File: config.mk
export PLATFORM = sky130hd
export DESIGN_NAME = mem_port_arbiter
export DESIGN_NICKNAME = d
export VERILOG_FILES = /design/src/rtl/mem_port_arbiter.sv
export SDC_FILE = /design/constraint.sdc
export NUM_CORES = 1
export LEC_CHECK = 0
export BUFFER_PORTS_ARGS = -buffer_cell sky130_fd_sc_hd__buf_2
export CAP_MARGIN = 10
export CORE_ASPECT_RATIO = 0.9
export CORE_UTILIZATION = 47
export CTS_CLUSTER_DIAMETER = 50
export CTS_CLUSTER_SIZE = 20
export DETAILED_ROUTE_END_ITERATION = 6
export GPL_TIMING_DRIVEN = 0
export PLACE_DENSITY = 0.8
export SETUP_SLACK_MARGIN = 0.15
export SLEW_MARGIN = 30
export SYNTH_ARGS = -nofsm -noshare
export SYNTH_HDL_FRONTEND = slang
export SYNTH_SLANG_ARGS = --single-unit
File: constraint.sdc
create_clock -name clk -period 1.9 [get_ports clk]
set_input_delay 0.095 -clock clk [delete_from_list [all_inputs] [get_ports clk]]
set_output_delay 0.095 -clock clk [all_outputs]
set_load 0.005 [all_outputs]
File: src/rtl/mem_port_arbiter.sv
// mem_port_arbiter: shares one single-port RAM between instruction fetch (IF,
// read only) and the data-memory stage (DM, load/store). One access is in
// flight at a time. DM has priority, but a streak limit guarantees that a
// waiting fetch is eventually served. Every output comes straight from a flop.
module mem_port_arbiter #(
  parameter int ADDR_W        = 32,
  parameter int DATA_W        = 32,
  parameter int RD_LAT        = 1,
  parameter int MAX_DM_STREAK = 4
) (
  input  logic              clk,
  input  logic              rst_n,
  // instruction-fetch requester
  input  logic              if_req_i,
  input  logic [ADDR_W-1:0] if_addr_i,
  output logic              if_ack_o,
  output logic              if_valid_o,
  output logic [DATA_W-1:0] if_rdata_o,
  // data-memory requester
  input  logic              dm_req_i,
  input  logic              dm_we_i,
  input  logic [ADDR_W-1:0] dm_addr_i,
  input  logic [DATA_W-1:0] dm_wdata_i,
  output logic              dm_ack_o,
  output logic              dm_valid_o,
  output logic [DATA_W-1:0] dm_rdata_o,
  // RAM macro
  output logic              ram_en_o,
  output logic              ram_rw_o,
  output logic [ADDR_W-1:0] ram_addr_o,
  output logic [DATA_W-1:0] ram_in_o,
  input  logic [DATA_W-1:0] ram_out_i,
  output logic              busy_o
);

  localparam logic [1:0] S_IDLE  = 2'd0;
  localparam logic [1:0] S_ISSUE = 2'd1;
  localparam logic [1:0] S_WAIT  = 2'd2;
  localparam logic [1:0] S_DONE  = 2'd3;

  localparam int SW = (MAX_DM_STREAK < 2) ? 1 : $clog2(MAX_DM_STREAK + 1);
  localparam int WW = (RD_LAT < 2) ? 1 : $clog2(RD_LAT + 1);
  localparam logic [SW-1:0] STREAK_MAX = SW'(MAX_DM_STREAK);
  localparam logic [WW-1:0] WAIT_INIT  = WW'(RD_LAT);

  logic [1:0]        state_q,    state_d;
  logic              owner_dm_q, owner_dm_d;   // 1 = DM owns the access
  logic              we_q,       we_d;
  logic [SW-1:0]     streak_q,   streak_d;
  logic [WW-1:0]     wait_q,     wait_d;
  logic              if_ack_q,   if_ack_d;
  logic              if_valid_q, if_valid_d;
  logic [DATA_W-1:0] if_rdata_q, if_rdata_d;
  logic              dm_ack_q,   dm_ack_d;
  logic              dm_valid_q, dm_valid_d;
  logic [DATA_W-1:0] dm_rdata_q, dm_rdata_d;
  logic              ram_en_q,   ram_en_d;
  logic              ram_rw_q,   ram_rw_d;
  logic [ADDR_W-1:0] ram_addr_q, ram_addr_d;
  logic [DATA_W-1:0] ram_in_q,   ram_in_d;
  logic              busy_q,     busy_d;
  logic              grant_if;

  // Next-state logic: arbitration in IDLE, RAM sequencing in the other states.
  always_comb begin
    // NOTE: every signal gets a default before the case so no path infers a latch.
    state_d    = state_q;
    owner_dm_d = owner_dm_q;
    we_d       = we_q;
    streak_d   = streak_q;
    wait_d     = wait_q;
    if_ack_d   = 1'b0;
    if_valid_d = 1'b0;
    if_rdata_d = if_rdata_q;
    dm_ack_d   = 1'b0;
    dm_valid_d = 1'b0;
    dm_rdata_d = dm_rdata_q;
    ram_en_d   = 1'b0;
    ram_rw_d   = 1'b1;
    ram_addr_d = ram_addr_q;
    ram_in_d   = '0;
    grant_if   = if_req_i && (!dm_req_i || (streak_q == STREAK_MAX));

    case (state_q)
      S_IDLE: begin
        if (dm_req_i || if_req_i) begin
          state_d  = S_ISSUE;
          ram_en_d = 1'b1;
          if (grant_if) begin
            owner_dm_d = 1'b0;
            we_d       = 1'b0;
            ram_addr_d = if_addr_i;
            if_ack_d   = 1'b1;
            streak_d   = '0;
          end else begin
            owner_dm_d = 1'b1;
            we_d       = dm_we_i;
            ram_addr_d = dm_addr_i;
            ram_rw_d   = !dm_we_i;
            ram_in_d   = dm_we_i ? dm_wdata_i : '0;
            dm_ack_d   = 1'b1;
            // A DM win with fetch waiting means the streak is below the cap.
            if (!if_req_i)                    streak_d = '0;
            else if (streak_q != STREAK_MAX)  streak_d = streak_q + SW'(1);
          end
        end
      end
      S_ISSUE: begin
        if (we_q) begin
          state_d    = S_DONE;
          dm_valid_d = 1'b1;
        end else begin
          state_d = S_WAIT;
          wait_d  = WAIT_INIT;
        end
      end
      S_WAIT: begin
        if (wait_q == WW'(1)) begin
          state_d = S_DONE;
          if (owner_dm_q) begin
            dm_rdata_d = ram_out_i;
            dm_valid_d = 1'b1;
          end else begin
            if_rdata_d = ram_out_i;
            if_valid_d = 1'b1;
          end
        end else begin
          wait_d = wait_q - WW'(1);
        end
      end
      default: begin  // S_DONE
        state_d = S_IDLE;
      end
    endcase

    busy_d = (state_d != S_IDLE);
  end

  // State and output registers; reset abandons any in-flight access.
  always_ff @(posedge clk or negedge rst_n) begin
    if (!rst_n) begin
      state_q    <= S_IDLE;
      owner_dm_q <= 1'b0;
      we_q       <= 1'b0;
      streak_q   <= '0;
      wait_q     <= '0;
      if_ack_q   <= 1'b0;
      if_valid_q <= 1'b0;
      if_rdata_q <= '0;
      dm_ack_q   <= 1'b0;
      dm_valid_q <= 1'b0;
      dm_rdata_q <= '0;
      ram_en_q   <= 1'b0;
      ram_rw_q   <= 1'b1;
      ram_addr_q <= '0;
      ram_in_q   <= '0;
      busy_q     <= 1'b0;
    end else begin
      // NOTE: non-blocking assignments so every flop samples pre-edge values.
      state_q    <= state_d;
      owner_dm_q <= owner_dm_d;
      we_q       <= we_d;
      streak_q   <= streak_d;
      wait_q     <= wait_d;
      if_ack_q   <= if_ack_d;
      if_valid_q <= if_valid_d;
      if_rdata_q <= if_rdata_d;
      dm_ack_q   <= dm_ack_d;
      dm_valid_q <= dm_valid_d;
      dm_rdata_q <= dm_rdata_d;
      ram_en_q   <= ram_en_d;
      ram_rw_q   <= ram_rw_d;
      ram_addr_q <= ram_addr_d;
      ram_in_q   <= ram_in_d;
      busy_q     <= busy_d;
    end
  end

  assign if_ack_o   = if_ack_q;
  assign if_valid_o = if_valid_q;
  assign if_rdata_o = if_rdata_q;
  assign dm_ack_o   = dm_ack_q;
  assign dm_valid_o = dm_valid_q;
  assign dm_rdata_o = dm_rdata_q;
  assign ram_en_o   = ram_en_q;
  assign ram_rw_o   = ram_rw_q;
  assign ram_addr_o = ram_addr_q;
  assign ram_in_o   = ram_in_q;
  assign busy_o     = busy_q;

endmodule
# Word-level counts from Yosys, hierarchy flattened
# Cells that the tools add are included.
classes:
  add_sub_neg: 2
  eq_ne: 6
  n_mux: 34
  n_bitwise: 1
  reduce_logical: 13
op_table:
  columns: ["operator", "n"]
  rows:
  - ["$mux W32", 5]
  - ["$mux W1", 21]
  - ["$mux W3", 3]
  - ["$reduce_and A3 Y1", 3]
  - ["$pmux W2 S3", 1]
  - ["$mux W2", 2]
  - ["$pmux W1 S2", 2]
  - ["$reduce_and A2 Y1", 2]
  - ["$reduce_bool A2 Y1", 2]
  - ["$add A3 B1 Y3 const B", 1]
  - ["$eq A3 B3 Y1 const B", 1]
  - ["$ne A3 B1 Y1 const B", 1]
  - ["$ne A3 B3 Y1 const B", 1]
  - ["$eq A2 B1 Y1 const B", 1]
  - ["$eq A2 B2 Y1 const B", 1]
  - ["$logic_not A1 Y1", 2]
  - ["$logic_not A2 Y1", 1]
  - ["$logic_or A1 B1 Y1", 2]
  - ["$ne A2 B2 Y1 const B", 1]
  - ["$logic_and A1 B1 Y1", 1]
  - ["$not A1 Y1", 1]
  - ["$sub A1 B1 Y1 const B", 1]
totals:
  ff_bits: 143
  input_bits: 133
  out_inout_bits: 135
  word_cells: 72

# Logic depth before layout (Yosys ltp)
# Gate-level depths: netlist of run 1.
logic_depth:
  word_depth: 6
  ltp_mapped: 8

# Worst setup path after synthesis of run 1
# No wires, ideal clock.
synth_timing:
  path_kind: "register to register"
  start: "register streak_q[0]"
  end: "register ram_addr_q[10], in the netlist ram_addr_o[10]"
  arrival_ns: 1.477
  slack_ns: 0.342
  path_stages_with_launch: 9
  path_cell_list: "dfrtp_1 inv_1 ha_1 a21bo_1 buf_6 and2_4 buf_6 buf_8 o211ai_2"
synth_between:
  elab_chain_len: 4
synth_rtl:
  columns: ["element", "line", "text"]
  rows:
  - ["start: declaration", "49", "logic [SW-1:0] streak_q, streak_d;"]
  - ["start signal: assignment", "163", "streak_q <= streak_d;"]
  - ["$eq A3 B3 Y1", "82", "grant_if = if_req_i && (!dm_req_i || (streak_q == STREAK_MAX));"]
  - ["$logic_or A1 B1 Y1", "82", null]
  - ["$logic_and A1 B1 Y1", "82", null]
  - ["$mux W32", "89", "if (grant_if) begin"]
  - ["end signal: assignment", "173", "ram_addr_q <= ram_addr_d;"]
  - ["end: declaration", "59", "logic [ADDR_W-1:0] ram_addr_q, ram_addr_d;"]
# No other way between the ends.
# A chain may end at the register's enable or synchronous reset.

# Worst setup path after layout of run 1
# Ends and elaborated chain as after synthesis.

==> results of run 1 <==
[routing by layer]
layer / track usage / part of all wire / up-vias / wire [um]
met1: 0.3175 / 0.37 / 2657 / 6802
li1: - / - / 2396 / -
met4: 0.1834 / 0.045 / 0 / 815
met2: 0.4840 / 0.51 / 326 / 9285
met3: 0.08577 / 0.072 / 73 / 1317
met5: 0 / 0 / - / 0
[where the power goes]
group / switching, mW / internal, mW
clock: 1.23 / 1.95
sequential: 0.647 / 4.28
combinational: 2.38 / 2.65
[critical path, cell delays in order, from the launching register on]
cell      delay [ps]
dfrtp_1          380
inv_1             60
ha_2             230
a21bo_1          190
buf_6            140
and2_4           150
buf_6            130
buf_8            150
o211ai_2         180
[metrics by stage]
step	worst slack, ps	area, um2	utilization
after floorplan	342.4	5943	-
after detailed placement	13.78	7517	0.6176
after CTS	167.0	9419	0.7738
after global placement	-1087	7480	0.6145
final	196.8	9442	0.7757
after global routing	116.0	9442	0.7757
[flip-flops by register name, indices dropped and copies added (netlist names), 2 cells and up]
name,flops
ram_in_o,32
ram_addr_o,32
if_rdata_o,32
dm_rdata_o,32
state_q,2
streak_q,3
[cell type report]
| cell class | instances | area [um2] |
|---|---|---|
| Clock inverter | 11 | 116.4 |
| Timing Repair Buffer | 400 | 2683 |
| Clock buffer | 20 | 446.7 |
| Inverter | 7 | 27.53 |
| Multi-Input combinational cell | 264 | 2053 |
| Sequential cell | 143 | 3580 |
| Fill cell | 717 | 2730 |
| Tap cell | 160 | 200.2 |
| Buffer | 32 | 335.3 |
[synth_stat cells (4+ instances only)]
master	n	area [um2]
and2_1	32	200.2
buf_2	9	45.04
clkbuf_1	4	15.01
clkbuf_8	10	137.6
dfrtp_1	142	3553
ha_1	6	75.07
inv_1	6	22.52
mux2_2	64	720.7
nand2_1	67	251.5
nand4_1	32	200.2
nor2_1	7	26.28
o211ai_2	29	362.9
[cell families (layout without fill, tap and decap cells)]
group	Yosys count	after routing
AND/OR/NAND/NOR	145	145
flip-flops	143	143
multiplexers	64	64
AO/OA/AOI/OAI	49	49
buffers and inverters	39	470
adder cells (fa/ha/maj)	6	6
[worst min-delay path by stage]
stage                   from                         end  slack, ps  cells past startpoint
5_1_grt        if_addr_i[10]  ram_addr_o[10]$_DFFE_PN0P_         20                      3
3_5_place_dp           rst_n      ram_in_o[11]$_DFF_PN0_         80                      1
2_1_floorplan          rst_n            busy_o$_DFF_PN0_       -200                      0
3_3_place_gp   dm_wdata_i[1]       ram_in_o[1]$_DFF_PN0_        300                      2
4_1_cts        if_addr_i[21]  ram_addr_o[21]$_DFFE_PN0P_          6                      3
6_report       if_addr_i[21]  ram_addr_o[21]$_DFFE_PN0P_         30                      3
[cells in the final DEF, fill, tap and decap left out, drive strengths merged, types with 3 or more instances in the layout]
cell type,Yosys,routed
dfrtp,142,142
a21o,3,3
o21ai,3,3
buf,15,289
ha,6,6
dlygate4sd3,0,127
clkinv,1,6
clkinvlp,0,3
nand2,67,67
a21oi,3,3
nand4,32,32
and2,33,33
o211ai,32,32
inv,6,7
mux2,64,64
clkbuf,14,33
nor2,7,7
[repair_timing]
action                                 CTS  global route
hold buffers                           127             0
resized for setup                       12            12
buffers inserted                         5             0
endpoints found under the hold margin  199             0
pin swaps                                1             0
setup endpoints to repair              121            88
==> impl_metrics.json, run 1 <==
{
  "outcome": "complete, no violations",
  "dp.cells": 874,
  "vdd_ir_drop_max_v": 0.0007361,
  "gp_congestion": 0.8637,
  "slew_violations": 0,
  "reg2reg_depth": 8,
  "syn_area_per_cell_um2": 13.33,
  "rr_startpoint": "streak_q[0]$_DFFE_PN0P_",
  "clk_pin_slew_ps": 60,
  "num_antenna_cells": 0,
  "grt_usage": 0.2861,
  "maxCapViolCount": 0,
  "hold_violations": 0,
  "syn_nets": 585,
  "num_rows": 38,
  "finClkSkew_ps": 6.724,
  "drc": 0,
  "antenna_found_initial": 0,
  "first_pass_iters": 5,
  "finalPower_mw": 13.13,
  "synth_top_family_by_area": "simple AND/OR/NAND/NOR gates",
  "vias": 5452,
  "p_leak_nw": 4.768,
  "avgRoutedWirePerCell_um": 17.57,
  "dpl.hpwl_um": 10730,
  "rsz0062_at_grt": "yes",
  "fin_cells": 1037,
  "synth_cells": 446,
  "avgViaCountPerCell": 5.257,
  "yosys.area_share.xor_xnor": 0,
  "async_flop_share": 1.000,
  "max_freq_ghz": 0.5871,
  "grt_pass1_vias": 5782,
  "period_share": 0.8964,
  "tns_ps": 0,
  "crit_path_end_kind": "flip-flop",
  "die_y_um": 108.7,
  "startpoint": "streak_q[0]$_DFFE_PN0P_",
  "period_needed_ps": 1703,
  "synth-edff-count": 0,
  "worst_pin_slew_ps": 527.4,
  "cts.sinks": 143,
  "nets": 1004,
  "crit_fanout": 10,
  "rrSetupSlack_ps": 200,
  "synth_simple_gate_area_frac": 0.1223,
  "syn-cell-area_um2": 5943,
  "yosysSeqAreaShare": 0.6023,
  "crit_type": "reg2reg",
  "htreeDepth": 4,
  "crit-reg2reg-capture": "ram_addr_o[10]$_DFFE_PN0P_",
  "start_kind": "flip-flop",
  "grt_pass1_wl_um": 28410,
  "synthAdderAreaFrac": 0.01263,
  "cts_tree": "built",
  "grt_overflow": 0,
  "setup.worst_path.end": "ram_addr_o[10]$_DFFE_PN0P_",
  "ant_nets": 0,
  "setup_viol": 0,
  "critPathRequiredTime_ps": 2230,
  "cts-buffers-inserted": 17,
  "power_density_nw_per_um2": 1390,
  "portBuffers": 267,
  "drt_iter0_drc": 418,
  "clock_latency_ps": 410,
  "ys_types": 36,
  "synth_flop_cell": "dfrtp_1",
  "area_delta_synth_final_pct": 58.86,
  "final_layout_size_suffix_gt1_frac": 0.4926,
  "initial_core_util": 0.4883,
  "hp-class": "in2reg",
  "synth-compound-area-share": 0.08484,
  "io_pins": 268,
  "max_slew_margin": 0.6484,
  "wl_um": 18220,
  "synthMuxAreaShare": 0.1213,
  "fin_hold_ws_ps": 32.30,
  "die_x_um": 120.5,
  "grt_max_degree": 73,
  "dieArea_um2": 13100,
  "ys_ff_latch": 143,
  "core-area_um2": 12170,
  "cts_max_path_buffers": 2,
  "ys_warn_count": 0,
  "arrival_ps": 2030,
  "cts_root_buf": "clkbuf_16"
}
Note: power is estimated with default switching activity, not from simulation.
==> inputs of run 2 (changes only) <==
--- a/config.mk
+++ b/config.mk
@@ -5,6 +5,7 @@
 export SDC_FILE = /design/constraint.sdc
 export NUM_CORES = 1
 export LEC_CHECK = 0
+export ABC_AREA = 1
 export BUFFER_PORTS_ARGS = -buffer_cell sky130_fd_sc_hd__buf_2
 export CAP_MARGIN = 10
 export CORE_ASPECT_RATIO = 0.9
@@ -15,6 +16,7 @@
 export GPL_TIMING_DRIVEN = 0
 export PLACE_DENSITY = 0.8
 export SETUP_SLACK_MARGIN = 0.15
+export SKIP_CTS_REPAIR_TIMING = 1
 export SLEW_MARGIN = 30
 export SYNTH_ARGS = -nofsm -noshare
 export SYNTH_HDL_FRONTEND = slang
==> impl_metrics.json, run 2 <==
{
  "crit_path_end_kind": "flip-flop",
  "violations": "negative hold slack",
  "ys_ff_latch": 143,
  "synth_cells": 684,
  "outcome": "finished with violations",
  "htreeDepth": 4,
  "p_leak_nw": 5.316,
  "maxCapViolCount": 0,
  "gp_congestion": 0.8241,
  "syn_area_per_cell_um2": 8.682,
  "grt_overflow": 0,
  "comb_power_share": 0.334,
  "clk_pin_slew_ps": 60,
  "crit_type": "reg2reg",
  "drc": 0,
  "cts_tree": "built",
  "path_cells": "inv_2 > ha_2 > inv_1 > nor2_4 > buf_6 > nand3_4 > buf_6 > nor2_1",
  "synth_top_area_frac": 0.5984,
  "num_rows": 38,
  "pwr-share-seq": 0.390,
  "final_common_cell": "buf_2",
  "ys_types": 22,
  "grt_max_degree": 86,
  "grt_pass1_wl_um": 23700,
  "nets": 1180,
  "cts_max_path_buffers": 2,
  "crit_fanout": 10,
  "start_kind": "flip-flop",
  "clock_latency_ps": 420,
  "p_sw_mw": 4.279,
  "period_needed_ps": 1625,
  "wl_um": 16930,
  "crit_slowest_cell": "dfrtp_1",
  "die_y_um": 108.6,
  "async_flop_share": 1.000,
  "ant_nets": 0,
  "cts_root_buf": "clkbuf_16",
  "final_util": 0.7288,
  "vdd_ir_drop_max_v": 0.0007620,
  "yosysMostFrequentCell": "nand2_1",
  "synth_commonest_cells": "181 x nand2_1, 143 x inv_1, 142 x dfrtp_1, 68 x o21ai_0, 64 x nand3_1",
  "core-area_um2": 12170,
  "drt_iter0_drc": 343,
  "synth_area_leaders": "dfrtp_1 60%, nand2_1 11%, inv_1 9.0%",
  "synth-edff-count": 0,
  "period_share": 0.8555,
  "dpl.hpwl_um": 11080,
  "grt_pass1_vias": 4997,
  "die_x_um": 120.5,
  "power_density_nw_per_um2": 1421,
  "pwr-share-clk": 0.276,
  "cp_slowest_stage_delay_ps": 420,
  "switching_share": 0.3394,
  "hp-class": "in2reg",
  "fin_hold_ws_ps": -18.03,
  "syn_nets": 823,
  "avgViaCountPerCell": 4.707,
  "initial_core_util": 0.4879,
  "worst_pin_slew_ps": 452.2,
  "antenna_found_initial": 0,
  "tns_ps": 0,
  "synth_flop_cell": "dfrtp_1",
  "vias": 5709,
  "worst_path_most_repeated_cell": "buf_6",
  "portBuffers": 266,
  "final_cell_mix": "277 x buf_2, 180 x nand2_1, 142 x inv_1, 142 x dfrtp_1, 70 x dlygate4sd3_1",
  "slew_violations": 0,
  "final_layout_size_suffix_gt1_frac": 0.3200,
  "finClkSkew_ps": 12.89,
  "rsz0062_at_grt": "no",
  "max_slew_margin": 0.6985,
  "dieArea_um2": 13090,
  "synth_largest_area_cell": "dfrtp_1",
  "max_freq_ghz": 0.6152,
  "critPathRequiredTime_ps": 2230,
  "cts.sinks": 143,
  "io_pins": 268,
  "yosysSeqAreaShare": 0.6028,
  "arrival_ps": 1960,
  "setup_viol": 0,
  "area_delta_synth_final_pct": 49.39,
  "num_antenna_cells": 0,
  "first_pass_iters": 4,
  "grt_usage": 0.2361,
  "fill_cells": 909,
  "avgRoutedWirePerCell_um": 13.96,
  "hold_violations": 13,
  "internal_power_mw": 8.330,
  "cts-buffers-inserted": 17,
  "syn-cell-area_um2": 5938,
  "ys_warn_count": 0
}
[run 2: cell count changes in the layout (fill, tap and decap cells not counted), moves of 7 or more]
cell           before  now
nand3_1             1   64
dlygate4sd3_1     127   70
o21ai_0             2   67
o211ai_2           29    0
nand4_1            32    1
buf_4              11    4
nand2_1            67  180
mux2_2             64    0
inv_1               6  142
buf_2             270  277
clkbuf_8           11    0
and2_1             32    0
nor2_1              7   34
[run 2: final timing paths]
kind                                            from                          to  slack, ps  depth (start not counted)
max in group asynchronous                      rst_n      ram_in_o[28]$_DFF_PN0_        930                          3
max                             state_q[0]$_DFF_PN0_      ram_in_o[22]$_DFF_PN0_        270                          8
min in group asynchronous                      rst_n  dm_rdata_o[10]$_DFFE_PN0N_        200                          2
min                                    dm_addr_i[17]  ram_addr_o[17]$_DFFE_PN0P_        -20                          5
max reg2reg                     state_q[0]$_DFF_PN0_      ram_in_o[22]$_DFF_PN0_        270                          8
min reg2reg                ram_addr_o[8]$_DFFE_PN0P_   ram_addr_o[8]$_DFFE_PN0P_        470                          2
[run 2: power by group through the flow]
stage / logic, mW / registers (mW) / clock network [mW]
3_3_place_gp: 3.84 / 4.87 / 0
6_report: 4.22 / 4.91 / 3.48
2_1_floorplan: 1.89 / 5.00 / 0
3_5_place_dp: 3.98 / 4.89 / 0
5_1_grt: 4.76 / 5.03 / 3.66
4_1_cts: 4.01 / 4.88 / 3.54
[run 2: cell type report]
type	instances	area [um2]	area share
plain buffers	34	212.7	0.02398
clock buffers	18	429.2	0.04838
clock inverters	13	185.2	0.02087
inverters	144	544.3	0.06135
multi-input cells	363	1643	0.1852
flip-flops and latches	143	3580	0.4035
well taps	160	200.2	0.02257
repair buffers	338	2077	0.2341
[run 2: layer usage]
metal	GRT usage	wire length [um]
met1	0.2853	6598
met2	0.4085	8627
met3	0.07165	1308
met4	0.07143	398
met5	0	0
[run 2: kinds of logic after synthesis]
family | Yosys count | share of synthesized area
adder cells (fa/ha/maj) | 6 | 0.01264
flip-flops | 143 | 0.6028
buffers and inverters | 178 | 0.1222
AO/OA/AOI/OAI | 71 | 0.06090
AND/OR/NAND/NOR | 285 | 0.2000
XOR/XNOR | 1 | 0.001475
[run 2: worst max-delay path: cells and delay by family (launching register included)]
family | cells | cell delay, ps
flip-flops | 1 | 420
adder cells (fa/ha/maj) | 1 | 210
buffers and inverters | 4 | 510
AND/OR/NAND/NOR | 3 | 410
[run 2: stage by stage]
stage               setup slack [ps]  cell area [um2]  instances  power [mW]
floorplan                      459.4             5938        684       6.894
global placement               -1260             7470       1110       8.706
detailed placement             99.68             7507       1111       8.877
CTS                            56.30             8122       1142       12.43
global route                   129.9             8871       1213       13.45
finish                         274.5             8871       1213       12.61
